==> src/rtl/uart_rx_buffer_if.sv <==
// Read-side handshake between the UART receive FIFO and the memory map.
// The FIFO drives ready/r_data; the map drives r_valid to consume a byte.
interface uart_rx_buffer_if;
  logic       ready;
  logic [7:0] r_data;
  logic       r_valid;

  modport master (
    input  ready,
    input  r_data,
    output r_valid
  );

  modport slave (
    output ready,
    output r_data,
    input  r_valid
  );
endinterface

==> src/rtl/uart_rx_buffer.sv <==
// Receive byte FIFO (first-word-fall-through) between UART rx and the map.
// Define UART_RX_OVR_CNT_EN to add the saturating ovr_cnt dropped-byte count.
module uart_rx_buffer #(
  parameter int DEPTH  = 16,
  parameter int ADDR_W = 4
) (
  input  logic              clk,
  input  logic              rst,
  input  logic [7:0]        rx_data,
  input  logic              rx_done,
  uart_rx_buffer_if.slave   rd,
  output logic [ADDR_W:0]   count,
  output logic              full,
  output logic              overrun,
  input  logic              clr_ovr
`ifdef UART_RX_OVR_CNT_EN
  ,
  output logic [7:0]        ovr_cnt
`endif
);

  localparam logic [ADDR_W:0] FULL_CNT =
    (ADDR_W + 1)'(DEPTH);

  logic [7:0]        mem [DEPTH];
  logic [ADDR_W-1:0] wr_ptr;
  logic [ADDR_W-1:0] rd_ptr;
  logic              empty;
  logic              pop;
  logic              push;
  logic              drop;

  assign empty = (count == '0);
  assign full  = (count == FULL_CNT);

  // A pop frees a slot in the same cycle, so a full FIFO can still push.
  assign pop  = rd.r_valid && !empty;
  assign push = rx_done && (!full || pop);
  assign drop = rx_done && full && !pop;

  assign rd.ready  = !empty;
  assign rd.r_data = empty ? 8'h00 : mem[rd_ptr];

  // Storage is intentionally left uncleared on reset.
  always_ff @(posedge clk) begin
    if (!rst && push) begin
      mem[wr_ptr] <= rx_data;
    end
  end

  always_ff @(posedge clk) begin
    if (rst) begin
      wr_ptr <= '0;
      rd_ptr <= '0;
    end else begin
      if (push) wr_ptr <= wr_ptr + 1'b1;
      if (pop)  rd_ptr <= rd_ptr + 1'b1;
    end
  end

  always_ff @(posedge clk) begin
    if (rst) begin
      count <= '0;
    end else if (push && !pop) begin
      count <= count + 1'b1;
    end else if (pop && !push) begin
      count <= count - 1'b1;
    end
  end

  // A new drop outranks a clear in the same cycle.
  always_ff @(posedge clk) begin
    if (rst) begin
      overrun <= 1'b0;
    end else if (drop) begin
      overrun <= 1'b1;
    end else if (clr_ovr) begin
      overrun <= 1'b0;
    end
  end

`ifdef UART_RX_OVR_CNT_EN
  always_ff @(posedge clk) begin
    if (rst) begin
      ovr_cnt <= 8'h00;
    end else if (drop) begin
      if (clr_ovr) begin
        ovr_cnt <= 8'h01;
      end else if (ovr_cnt != 8'hFF) begin
        ovr_cnt <= ovr_cnt + 8'd1;
      end
    end else if (clr_ovr) begin
      ovr_cnt <= 8'h00;
    end
  end
`endif

endmodule

==> src/flat_wrapper.sv <==
// flat-port wrapper written by rule: the top's interface ports become plain ports
module uart_rx_buffer_flat 
#(
  parameter int DEPTH  = 16,
  parameter int ADDR_W = 4
)
  (clk, rst, rx_data, rx_done, count, full, overrun, clr_ovr, rd_ready, rd_r_data, rd_r_valid);
  uart_rx_buffer_if rd_i ();
  input  logic clk;
  input  logic rst;
  input  logic [7:0] rx_data;
  input  logic rx_done;
  output logic [ADDR_W:0] count;
  output logic full;
  output logic overrun;
  input  logic clr_ovr;
  output wire logic [$bits(rd_i.ready)-1:0] rd_ready;
  output wire logic [$bits(rd_i.r_data)-1:0] rd_r_data;
  input wire logic [$bits(rd_i.r_valid)-1:0] rd_r_valid;
  assign rd_ready = rd_i.ready;
  assign rd_r_data = rd_i.r_data;
  assign rd_i.r_valid = rd_r_valid;
  uart_rx_buffer #(.DEPTH(DEPTH), .ADDR_W(ADDR_W)) u_core (.clk(clk), .rst(rst), .rx_data(rx_data), .rx_done(rx_done), .rd(rd_i), .count(count), .full(full), .overrun(overrun), .clr_ovr(clr_ovr));
endmodule
==> config.mk <==
export PLATFORM = sky130hd
export DESIGN_NAME = uart_rx_buffer_flat
export DESIGN_NICKNAME = d
export VERILOG_FILES = /design/src/rtl/uart_rx_buffer_if.sv /design/src/rtl/uart_rx_buffer.sv /design/src/flat_wrapper.sv
export SDC_FILE = /design/constraint.sdc
export NUM_CORES = 1
export LEC_CHECK = 0
export CORE_AREA = 4 4 110 112
export DETAILED_ROUTE_END_ITERATION = 6
export DIE_AREA = 0 0 114 116
export PLACE_DENSITY = 0.76
export SYNTH_ARGS = -nofsm -noshare
export SYNTH_HDL_FRONTEND = slang
export SYNTH_SLANG_ARGS = --single-unit
export TNS_END_PERCENT = 5
==> constraint.sdc <==
create_clock -name clk -period 3.17 [get_ports clk]
set_clock_uncertainty 0.2 [all_clocks]
set_input_delay 0.4755 -clock clk [delete_from_list [all_inputs] [get_ports clk]]
set_output_delay 0.4755 -clock clk [all_outputs]
set_load 0.005 [all_outputs]
==> results of run 1 <==
-- area by class of cell --
class | count | area [um2]
flip-flops and latches | 146 | 4210
multi-input cells | 153 | 1600
clock buffers | 25 | 539
fillers | 794 | 4090
well taps | 143 | 179
repair buffers | 59 | 543
clock inverters | 7 | 42.5
inverters | 5 | 18.8
-- cell usage in the layout (no fill, tap or decap), types with 4 or more instances in the layout --
master             n
inv_1              4
nand2_1            6
nor2b_1            9
a211oi_1          15
clkinv_2           4
clkdlybuf4s50_1   22
nor2_1            33
clkbuf_16         20
dlygate4sd2_1      6
mux2i_1           11
xor2_1             4
dfxtp_1           16
mux4_2            32
ha_1               9
buf_4             28
edfxtp_1         128
-- worst reg2reg max path, cell delays in order (launching register included) --
cell and delay (ns):
dfxtp_1 0.37, or4_4 0.59, o31a_1 0.28, ha_1 0.21
inv_2 0.11, ha_1 0.28, a21oi_2 0.17, a211oi_1 0.10
a31oi_1 0.23, mux2_2 0.36
-- flip-flops by register name, indices dropped and copies added (netlist names), named ones only --
name / cells
u_core.mem: 128
u_core.overrun: 1
u_core.wr_ptr: 4
u_core.rd_ptr: 4
u_core.count: 5
-- metal layers --
metal | global-route usage, % | vias to the layer above | wire length, um
met5 | 0 | - | 0
met4 | 5.30 | 0 | 136
met3 | 6.27 | 13 | 627
met2 | 32.4 | 84 | 6070
met1 | 24.7 | 1564 | 4660
li1 | - | 1400 | -
-- per-stage QoR --
stage | hold slack, ns | util, % | instances | area [um2]
finish | 0.277 | 63.6 | 538 | 7130
global route | 0.319 | 63.6 | 538 | 7130
CTS | 0.284 | 63.4 | 536 | 7110
detailed placement | 0.273 | 57.9 | 501 | 6500
global placement | 0.262 | 57.9 | 501 | 6500
floorplan | 0.266 | - | 323 | 5900
-- power by group through the flow --
| stage | Combinational (uW) | Sequential (uW) | Clock, uW |
|---|---|---|---|
| finish | 1260 | 2230 | 1910 |
| global route | 1390 | 2240 | 2040 |
| CTS | 1260 | 2240 | 1940 |
| detailed placement | 1270 | 2270 | 0 |
| global placement | 1220 | 2270 | 0 |
| floorplan | 806 | 2250 | 0 |
-- kinds of logic (layout without fill, tap and decap cells) --
| logic type | count (synthesis) | after routing | synth area share [%] |
|---|---|---|---|
| flip-flops | 146 | 146 | 71.3 |
| AND/OR/NAND/NOR | 63 | 63 | 5.45 |
| multiplexers | 45 | 45 | 14.5 |
| AO/OA/AOI/OAI | 28 | 28 | 3.46 |
| buffers and inverters | 24 | 96 | 2.06 |
| adder cells (fa/ha/maj) | 10 | 10 | 2.25 |
| XOR/XNOR | 7 | 7 | 1.04 |
-- final timing paths --
kind / to / slack, ns / cells after the start
max: rd_r_data[6] / 0.13 / 6
min: u_core.overrun / 0.28 / 2
max reg2reg: u_core.count[4] / 0.17 / 9
min reg2reg: u_core.overrun / 0.28 / 2
-- what timing repair did --
| action | 4_1_cts | 5_1_grt |
|---|---|---|
| resized for setup | 10 | 3 |
| buffers inserted | 3 | 2 |
| endpoints found under the hold margin | 0 | 0 |
| setup endpoints to repair | 8 | 3 |
==> impl_results.md, run 1 <==
- Worst-case clock buffer depth: 2
- CTS Root Cell: clkbuf_16
- Max-cap viol count: 0
- H-tree Lvls: 4
- Post-synthesis sequential area ratio: 71.3%
- Max stage delay on crit path: 0.50 ns
- Netlist cell types: 39
- Mapped Avg Cell Area: 18.3 um2
- Setup CP Type: flop to output pin
- Switching portion of total power: 25.7%
- RSZ-0062 raised after global routing: false
- Nature of the critical path endpoint: output pin
- Hold Vio Cnt, Final: 0
- Leak: 0.00238 uW
- 1st-iter DRT viols: 220
- Hold path startpoint: u_core.overrun
- Setup_tns: 0 ns
- CP top delay family: buffers and inverters
- PnR worst setup slack: 0.129 ns
- Clk_lat worst skew: 0.41 ns
- Synthesis-to-finish area growth: 20.9%
- Synth Flop Type: edfxtp_1
- Slowest CP cell: mux4_2
- Clk slew on worst S/H paths: 0.06 ns
- Async SR Flop Fraction: 0%
- Final number of setup-violating endpoints: 0
- Nets: 405
- CP required: 2.49 ns
- Vias: 3061
- DRC viols: 0
- Psw: 1390 uW
- HPWL Detailed: 7.33 mm
- Vias per Instance: 5.69
- Mapped cell area: 5900 um2
- PD cells: 757 nW/um2
- Antenna violations before repair: 0
- Cell accounting for the most synthesized area: edfxtp_1
- Initial core utilization: 52.6%
- Clock power frac: 35.4%
- Clock Sinks: 146
- Flop pwr share: 41.3%
- Share of the synthesized area in the top cell type: 65.2%
- DRT Wirelength: 11.5 mm
- Core area: 11200 um2
- Cts bufs inserted: 17
- Largest net degree at the start of global routing: 33
- TritonCTS clock tree: yes
- Buffer and inverter count on the worst path: 3
- GRT Resource Usage Total: 19.4%
- Grt total ovfl: 0
- DRT Pass-1 Iters: 4
- First-pass GRT wire length: 18.6 mm
- Crit-path max FO: 8
- Pre-CTS WS: 0.0940 ns
- Slew @ Worst Pin: 0.641 ns
- Die Wd: 114 um
- Reg2Reg Launch Point: u_core.count[0]
- Io pins: 29
- Max-slew violations: 0
- Share of layout cells above drive strength 1: 26.6%
- Total power: 5400 uW
- Peak VDD IR: 473 uV
- Number of global-route vias before repair: 3383
- ANT cells: 0
- FMAX: 329 MHz
- CP Launch Type: flop
- Die Area: 13200 um2
- Die H: 116 um
- Hold Path Class: flop to flop
- EDFF count, synth: 128
- Rows: 39
- Routed Antenna Nets: 0
- Routability cong.: 0.831
- Syn. warnings: 0
- Comb pwr share: 23.4%
- Final Cycle Share: 95.9%
- Port Buf Inserts: 28
- Status: completed
- Most common cell in the netlist: edfxtp_1
- Synth top area cells: edfxtp_1 (65%), mux4_2 (12%), dfxtp_1 (6.1%)
- Synth cell count leaders: edfxtp_1 (128), nor2_1 (33), mux4_2 (32), dfxtp_1 (18), a211oi_1 (17)
- P_int: 4010 uW
- Mapped Nets: 346
- Slew HR: 57.2%
- Number of synthesized register bits: 146
- Synth Instances: 323
- Critical-path cell list: buf_12, buf_4, mux4_2, a211oi_2, a211oi_1, clkdlybuf4s50_1
- Min Clock Period, post-route: 3.04 ns
- Drt wl/cell: 21.4 um
- Crit path arrival time: 2.37 ns
- Hold_buf cts: 0
Power figures use the tool's default switching activity.
==> run 2: changes to the inputs <==
--- a/config.mk
+++ b/config.mk
@@ -5,10 +5,10 @@
 export SDC_FILE = /design/constraint.sdc
 export NUM_CORES = 1
 export LEC_CHECK = 0
-export CORE_AREA = 4 4 110 112
+export CORE_AREA = 2 2 99 101
 export DETAILED_ROUTE_END_ITERATION = 6
-export DIE_AREA = 0 0 114 116
-export PLACE_DENSITY = 0.76
+export DIE_AREA = 0 0 101 103
+export PLACE_DENSITY = 0.85
 export SYNTH_ARGS = -nofsm -noshare
 export SYNTH_HDL_FRONTEND = slang
 export SYNTH_SLANG_ARGS = --single-unit
==> constraint.sdc (replaced) <==
create_clock -name clk -period 3.9 [get_ports clk]
set_clock_uncertainty 0.2 [all_clocks]
set_input_delay 0.585 -clock clk [delete_from_list [all_inputs] [get_ports clk]]
set_output_delay 0.585 -clock clk [all_outputs]
set_load 0.005 [all_outputs]
==> run 2 against run 1 <==
Effect of this change:
- clock power fell by 21%
- critical path depth is 1 lower
- via count down 2.4%
- hold slack improved by 0.017 ns
- critical path type unchanged
- largest power group unchanged
- highest routed layer unchanged
==> impl_results.md, run 2 (same netlist as run 1, synthesis figures left out) <==
- M1 GR Usage: 30.1% (was 24.7%)
- PD cells: 619 nW/um2 (was 757 nW/um2)
- CP top delay family: buffers and inverters (unchanged)
- Largest net degree at the start of global routing: 25 (was 33)
- CP Launch Type: flop (unchanged)
- Commonest non-fill, non-tap cell in the layout: edfxtp_1 (unchanged)
- Share of layout cells above drive strength 1: 21.9% (was 26.6%)
- HPWL Detailed: 6.76 mm (was 7.33 mm)
- CP required: 3.12 ns (was 2.49 ns)
- Routability cong.: 0.741 (was 0.831)
- Clk_lat worst skew: 0.52 ns (was 0.41 ns)
- Max stage delay on crit path: 0.65 ns (was 0.50 ns)
- Crit-path max FO: 23 (was 8)
- DRC viols: 0 (unchanged)
- P_int: 3190 uW (was 4010 uW)
- ANT cells: 0 (unchanged)
- Clock power frac: 35.0% (was 35.4%)
- Slew @ Worst Pin: 0.861 ns (was 0.641 ns)
- Hold Path Class: flop to flop (unchanged)
- Setup_tns: 0 ns (unchanged)
- Antenna violations before repair: 0 (unchanged)
- Nets: 389 (was 405)
- Worst-case clock buffer depth: 2 (unchanged)
- Synthesis-to-finish area growth: 17.3% (was 20.9%)
- H-tree Lvls: 4 (unchanged)
- Slew HR: 42.4% (was 57.2%)
- Final Cycle Share: 92.3%
- Flop pwr share: 43.2% (was 41.3%)
- M2 GR Usage: 39.8% (was 32.4%)
- Most frequent cells in the layout: edfxtp_1 (128), nor2_1 (33), mux4_2 (32), clkdlybuf4s50_1 (28), clkbuf_16 (19) (was edfxtp_1 (128), nor2_1 (33), mux4_2 (32), buf_4 (28), clkdlybuf4s50_1 (22))
- Reg-to-reg endpoint: u_core.count[4] (unchanged)
- Max-cap viol count: 0 (unchanged)
- Vias per Instance: 6.06 (was 5.69)
- Status: completed (unchanged)
- Comb pwr share: 21.8% (was 23.4%)
- Port Buf Inserts: 28 (unchanged)
- RSZ-0062 raised after global routing: false (unchanged)
- Buffer and inverter count on the worst path: 2 (was 3)
- Core area: 9460 um2 (was 11200 um2)
- Met3 global-route usage: 5.97% (was 6.27%)
- Critical-path cell list: buf_12, mux4_2, mux2i_1, a211oi_1, clkdlybuf4s50_1 (was buf_12, buf_4, mux4_2, a211oi_2, a211oi_1, clkdlybuf4s50_1)
- Io pins: 29 (unchanged)
- DRT Pass-1 Iters: 4 (unchanged)
- Initial core utilization: 62.4% (was 52.6%)
- Fill cells: 552 (was 794)
- Psw: 1090 uW (was 1390 uW)
- Crit path arrival time: 2.81 ns (was 2.37 ns)
- CTS Root Cell: clkbuf_8 (was clkbuf_16)
- FMAX: 278 MHz
- Hold Vio Cnt, Final: 0 (unchanged)
- Die Area: 10400 um2 (was 13200 um2)
- Clk slew on worst S/H paths: 0.06 ns (about the same)
- Min Clock Period, post-route: 3.60 ns
- Reg2reg path depth: 9 (unchanged)
- Largest reg by FF count: u_core.mem (unchanged)
- Vias: 2988 (was 3061)
- DRT Wirelength: 11.0 mm (was 11.5 mm)
- Nature of the critical path endpoint: output pin (unchanged)
- Hold depth: 2 (unchanged)
- Die H: 103 um (was 116 um)
- Die Wd: 101 um (was 114 um)
- Switching portion of total power: 25.5% (was 25.7%)
- Worst Setup EP: rd_r_data[7] (was rd_r_data[6])
- Number of global-route vias before repair: 3192 (was 3383)
- Clock Sinks: 146 (unchanged)
- Post-CTS setup buffer count: 0 (was 3)
- 1st-iter DRT viols: 296 (was 220)
- Final number of setup-violating endpoints: 0 (unchanged)
- R2R Setup Slk: 0.71 ns (was 0.17 ns)
- Leak: 0.00226 uW (was 0.00238 uW)
- Reg2Reg Launch Point: u_core.count[0] (unchanged)
- Regs by FF count: u_core.mem: 128 flops, u_core.count: 5 flops (unchanged)
- GRT Resource Usage Total: 23.4% (was 19.4%)
- Max-slew violations: 0 (unchanged)
- Final core utilization: 73.2% (was 63.6%)
- Max reg flops: 128 (unchanged)
- GR peak layer: met2 (unchanged)
- Cts bufs inserted: 17 (unchanged)
- Slowest CP cell: dfxtp_1 (was mux4_2)
- Drt wl/cell: 22.3 um (was 21.4 um)
- Setup CP Type: flop to output pin (unchanged)
- Rows: 36 (was 39)
- First-pass GRT wire length: 17.2 mm (was 18.6 mm)
- Grt total ovfl: 0 (unchanged)
- Routed Antenna Nets: 0 (unchanged)
- Peak VDD IR: 403 uV (was 473 uV)
- TritonCTS clock tree: yes (unchanged)
- WP depth: 5 (was 6)
==> run 2: power by group through the flow <==
stage	Sequential, uW	Clock (uW)	Combinational, uW
after global routing	1870	1580	1020
after CTS	1860	1510	943
after global placement	1880	0	909
after floorplan	1830	0	655
final	1850	1500	933
after detailed placement	1880	0	933
==> run 2: layout make-up <==
type	count	area, um2	share of cell area [%]
inverter	5	18.8	0.271
multi-input combinational	153	1590	22.9
clock inverter	7	42.5	0.615
sequential	146	4210	60.8
clock buffer	25	518	7.49
tap	114	143	2.06
timing repair buffer	43	405	5.86
==> run 2: worst min-delay path by stage <==
stage	startpoint	to	slack, ns
final	u_core.overrun	u_core.overrun	0.29
after global routing	u_core.overrun	u_core.overrun	0.31
after CTS	u_core.overrun	u_core.overrun	0.30
after detailed placement	u_core.overrun	u_core.overrun	0.28
after global placement	u_core.overrun	u_core.overrun	0.26
after floorplan	u_core.overrun	u_core.overrun	0.27
==> run 2: worst register-to-register path, delay by kind of cell (launching register included) <==
kind | cells | cell delay, ns
AOI/OAI and AO/OA | 4 | 0.87
DFF | 1 | 0.37
muxes | 1 | 0.34
adders and majority gates | 2 | 0.55
buffers and inverters | 1 | 0.17
and+or+nand+nor | 1 | 0.59
==> run 2: metal layers <==
layer / vias to the layer above / wire length (um)
li1: 1361 / -
met2: 96 / 5880
met5: - / 0
met1: 1523 / 4590
met3: 8 / 461
met4: 0 / 55
==> run 2: repair_timing <==
| action | CTS | global route |
|---|---|---|
| hold buffers | 0 | 0 |
| resized for setup | 0 | 1 |
| setup endpoints to repair | 0 | 3 |
| endpoints found under the hold margin | 0 | 0 |
==> run 2: per-stage QoR <==
| step | worst slack (ns) | hold slack [ns] | cells | total power [uW] | instance area, um2 |
|---|---|---|---|---|---|
| 2_1_floorplan | 0.891 | 0.266 | 323 | 2480 | 5900 |
| 3_3_place_gp | 0.677 | 0.261 | 461 | 2790 | 6360 |
| 3_5_place_dp | 0.549 | 0.279 | 461 | 2820 | 6360 |
| 4_1_cts | 0.0965 | 0.297 | 493 | 4310 | 6920 |
| 5_1_grt | 0.144 | 0.308 | 493 | 4460 | 6920 |
| 6_report | 0.301 | 0.294 | 493 | 4280 | 6920 |
